$ cat src/rtl/vred_logic_accum.sv
// Multi-beat AND/OR/XOR reduction accumulator: folds per-beat partials into a seeded running value.
// Latency: result valid the cycle after the last beat is accepted (start-to-result minimum 2 cycles).
// Backpressure: in_ready only in ACCUM; result held in HOLD until out_ready. Optional VRED_ACCUM_CNT_EN adds out_count.
module vred_logic_accum #(
  parameter int DATA_WIDTH  = 32,
  parameter int OPSEL_WIDTH = 2
`ifdef VRED_ACCUM_CNT_EN
  ,
  parameter int CNT_WIDTH   = 16
`endif
) (
  input  logic                   clk,
  input  logic                   rst,
  input  logic                   in_start,
  input  logic [DATA_WIDTH-1:0]  in_seed,
  input  logic [OPSEL_WIDTH-1:0] in_opSel,
  input  logic                   in_valid,
  input  logic [DATA_WIDTH-1:0]  in_data,
  input  logic                   in_en,
  input  logic                   in_last,
  output logic                   in_ready,
  output logic                   out_valid,
  output logic [DATA_WIDTH-1:0]  out_data,
  input  logic                   out_ready,
  output logic                   out_busy
`ifdef VRED_ACCUM_CNT_EN
  ,
  output logic [CNT_WIDTH-1:0]   out_count
`endif
);

  typedef enum logic [1:0] {
    IDLE  = 2'd0,
    ACCUM = 2'd1,
    HOLD  = 2'd2
  } state_t;

  localparam logic [OPSEL_WIDTH-1:0] OP_NONE = '0;
  localparam logic [OPSEL_WIDTH-1:0] OP_AND  = OPSEL_WIDTH'(1);
  localparam logic [OPSEL_WIDTH-1:0] OP_OR   = OPSEL_WIDTH'(2);
  localparam logic [OPSEL_WIDTH-1:0] OP_XOR  = OPSEL_WIDTH'(3);

  state_t                 state;
  state_t                 state_nxt;
  logic [DATA_WIDTH-1:0]  acc;
  logic [DATA_WIDTH-1:0]  fold;
  logic [OPSEL_WIDTH-1:0] op;
  logic                   start_acc;
  logic                   beat_acc;

  // State register; reset aborts any reduction in flight.
  always_ff @(posedge clk or posedge rst) begin
    if (rst) begin
      state <= IDLE;
    end else begin
      state <= state_nxt;
    end
  end

  // Next-state and handshake decode. A start in HOLD only counts when the
  // result is consumed in the same cycle, giving back-to-back reductions.
  always_comb begin
    state_nxt = state;
    start_acc = 1'b0;
    beat_acc  = 1'b0;
    in_ready  = 1'b0;
    out_valid = 1'b0;
    out_busy  = 1'b1;
    case (state)
      IDLE: begin
        out_busy = 1'b0;
        if (in_start) begin
          start_acc = 1'b1;
          state_nxt = ACCUM;
        end
      end
      ACCUM: begin
        in_ready = 1'b1;
        if (in_valid) begin
          beat_acc = 1'b1;
          if (in_last) begin
            state_nxt = HOLD;
          end
        end
      end
      HOLD: begin
        out_valid = 1'b1;
        if (out_ready) begin
          if (in_start) begin
            start_acc = 1'b1;
            state_nxt = ACCUM;
          end else begin
            state_nxt = IDLE;
          end
        end
      end
      default: begin
        state_nxt = IDLE;
        out_busy  = 1'b0;
      end
    endcase
  end

  // Fold of the current beat into the accumulator; "none" collapses to zero.
  always_comb begin
    fold = '0;
    case (op)
      OP_AND:  fold = acc & in_data;
      OP_OR:   fold = acc | in_data;
      OP_XOR:  fold = acc ^ in_data;
      default: fold = '0;
    endcase
  end

  // Accumulator and latched operation. Op "none" seeds with zero so the
  // result is zero regardless of the beats; masked beats leave acc alone.
  always_ff @(posedge clk or posedge rst) begin
    if (rst) begin
      acc <= '0;
      op  <= '0;
    end else if (start_acc) begin
      acc <= (in_opSel == OP_NONE) ? '0 : in_seed;
      op  <= in_opSel;
    end else if (beat_acc && in_en) begin
      acc <= fold;
    end
  end

  assign out_data = acc;

`ifdef VRED_ACCUM_CNT_EN
  logic [CNT_WIDTH-1:0] cnt;

  // Saturating count of folded beats, cleared on every accepted start.
  always_ff @(posedge clk or posedge rst) begin
    if (rst) begin
      cnt <= '0;
    end else if (start_acc) begin
      cnt <= '0;
    end else if (beat_acc && in_en && (cnt != '1)) begin
      cnt <= cnt + CNT_WIDTH'(1);
    end
  end

  assign out_count = cnt;
`endif

endmodule
$ cat config.mk
export PLATFORM = sky130hd
export DESIGN_NAME = vred_logic_accum
export DESIGN_NICKNAME = d
export VERILOG_FILES = /design/src/rtl/vred_logic_accum.sv
export SDC_FILE = /design/constraint.sdc
export NUM_CORES = 1
export LEC_CHECK = 0
export ABC_CLOCK_PERIOD_IN_PS = 4300
export BUFFER_PORTS_ARGS = -buffer_cell sky130_fd_sc_hd__clkbuf_2
export CORE_MARGIN = 2
export CORE_UTILIZATION = 58
export CTS_BUF_LIST = sky130_fd_sc_hd__clkbuf_16
export DETAILED_ROUTE_END_ITERATION = 16
export PLACE_DENSITY_LB_ADDON = 0.25
export SETUP_SLACK_MARGIN = 0.02
export SYNTH_ARGS = -nofsm -noshare
export SYNTH_HDL_FRONTEND = slang
export SYNTH_SLANG_ARGS = --single-unit
$ cat constraint.sdc
create_clock -name clk -period 4.3 [get_ports clk]
set_input_delay 0.43 -clock clk [delete_from_list [all_inputs] [get_ports clk]]
set_output_delay 0.43 -clock clk [all_outputs]
set_load 0.01 [all_outputs]
==> results.cfg <==
[run_status]
status = finished, final reports clean

[clock_tree]
cts_buffer_depth = 2
cts_made_buffers = 5
cts_max_level = 2
cts_sinks = 36
cts_tree = yes
cts_root_buf = clkbuf_16
cts_resized = 0
clkTransAtPathRegs_ns = 0.06
post_cts_buffers = 0
clk_latency_ns = 0.28
cts_hold_buffers = 0

[pwr]
p_leak_nw = 2.350
vdd_ir_drop_max_mv = 0.5024
cellPowerDensity_nw_per_um2 = 594.7

[worst_hold_path]
hp-class = input port to asynchronous set/reset pin

[final_layout]
multi_input_area_um2 = 2376
regArea_um2 = 902.1
synthToLayoutAreaGrowth_pct = 16.74
fin_nets = 610
diodes = 0
drive_gt1_share_pct = 32.62
fillers = 527
final_cells = 546

[synth]
synth_common_cells = ha_1, inv_1, dfrtp_1
synthTopCellsByArea = dfrtp_1, ha_1, o221ai_2
netlist.area_leader.share_pct = 24.20
syn_inst = 377
async_reset_ff_share_pct = 100.0
synthDistinctLibCells = 22
syn_avg_cell_area_um2 = 9.874
synth_edf_count = 0
syn-num-nets = 519
synth-seq-cells = 36
synth-seq-area-share_pct = 24.20
ys.flop_type = dfrtp_1
netlist_area_um2 = 3722
yosysWarningCount = 0
yosys.area.top_type = dfrtp_1

[timing]
fin_crit_ns = 2.310
finalHoldViolations = 0
setup_violations = 0
drv_slew = 0
setup_ws_ns = 1.990
maxSlewHeadroom_pct = 17.06
worst_pin_slew_ns = 1.244
post-route-period-util_pct = 53.71
final.setup.tns_ns = 0
rsz0062_at_grt = false
fin_skew_ns = 0.005766
fmax_mhz = 433.0

[critical_path]
cp.required_ns = 4.48
cp_slowest_cell = dfrtp_2
crit_fanout = 35
path_buf_inv = 1
crit_arrival_ns = 2.49
startpoint_type = register
end_kind = register
critPathTopFamily = flip-flops
crit_type = register to register
worst-r2r-setup-slack_ns = 1.99
path_cells = nand2b_1 -> buf_4 -> a2bb2oi_1 -> o221ai_2
max_stage_delay_ns = 0.90

[route]
initialDrtViolationCount = 144
ant_nets = 0
drc = 0
vias = 3059
wl_um = 8243
vias_per_cell = 5.603
wl_per_cell_um = 15.10
dr.pass1.iters = 4

[floorplanning]
initial_core_util_pct = 59.30
rows = 29
dieHeight_um = 84.11
ios = 108
core-area_um2 = 6277
die_w_um = 84.11
dieArea_um2 = 7074

[placement]
preCtsSetupSlack_ns = 1.959
gp_congestion = 0.7663
hpwl_um = 5762
io_buffer_count = 107
post-place-cells = 538

[run]
max_cap_violations = 0

[global_routing]
track_usage_pct = 24.98
grt_remaining_overflow = 0
grt_start_max_net_pins = 37
grt_first_pass_wirelength_um = 14580
antenna_found_initial = 0
grt_pass1_vias = 3147
-- kinds of logic after synthesis --
| kind of cell | count (synthesis) | share of synthesized area, % |
|---|---|---|
| multiplexers | 36 | 10.89 |
| adder cells (fa/ha/maj) | 69 | 23.19 |
| AND/OR/NAND/NOR | 70 | 8.370 |
| buffers and inverters | 97 | 11.97 |
| AO/OA/AOI/OAI | 69 | 21.38 |
| flip-flops | 36 | 24.20 |
-- final timing paths --
check,endpoint,start,cells after the start
max reg2reg,out_data[5],op[1],4
min reg2reg,state[1],state[1],1
min in group clk,out_data[20],in_seed[20],3
max,out_data[5],op[1],4
max in group asynchronous,op[1],rst,3
min,out_data[30],rst,3
-- placed cells by master, fill, tap and decap left out, drive strengths merged --
| cell type | instances |
|---|---|
| o221ai | 32 |
| nand3 | 33 |
| mux2 | 36 |
| a211o | 1 |
| clkbuf | 112 |
| ha | 69 |
| inv | 68 |
| a21oi | 1 |
| nand2 | 33 |
| a21o | 1 |
| buf | 5 |
| and2 | 1 |
| o21a | 1 |
| clkinv | 4 |
| a2bb2oi | 32 |
| nor2 | 2 |
| nand2b | 1 |
| dfrtp | 36 |
| a222oi | 1 |
-- state kept, by name, indices dropped and copies added, names as in the netlist --
signal and count:
op 2, out_data 32, state 2
-- tightest hold or removal path, stage by stage --
cell and delay [ns]:
clkbuf_2 0.08, clkinv_1 0.04, buf_4 0.40
-- stage by stage --
stage	instance area, um2	hold slack (ns)	utilization [%]	total power, mW
2_1_floorplan	3722	0.5116	-	1.884
3_3_place_gp	4207	0.5351	67.01	2.186
3_5_place_dp	4207	0.5517	67.01	2.248
4_1_cts	4345	0.2636	69.22	2.608
5_1_grt	4345	0.3007	69.22	2.842
6_report	4345	0.2361	69.22	2.584
-- where the power goes --
part	internal, mW	leakage [nW]	total (mW)	switching (mW)
sequential	0.484	0.457	0.700	0.216
combinational	0.723	1.82	1.54	0.813
clock	0.210	0.0710	0.348	0.138
-- per-layer routing --
metal	global-route usage [%]	wire length, um	share of wire, %	vias up
li1	-	-	-	1500
met1	33.65	3675	45	1475
met2	42.57	4159	50	78
met3	3.561	338	4.1	6
met4	5.865	69	0.84	0
met5	0	0	0	-
-- area by class of cell --
cell class | instances | area share [%]
tap | 77 | 2.217
multi-input combinational | 244 | 54.68
sequential | 36 | 20.76
clock inverter | 3 | 0.3167
clock buffer | 5 | 2.879
timing repair buffer | 112 | 13.19
inverter | 69 | 5.960
Note: power is estimated with default switching activity, not from simulation.
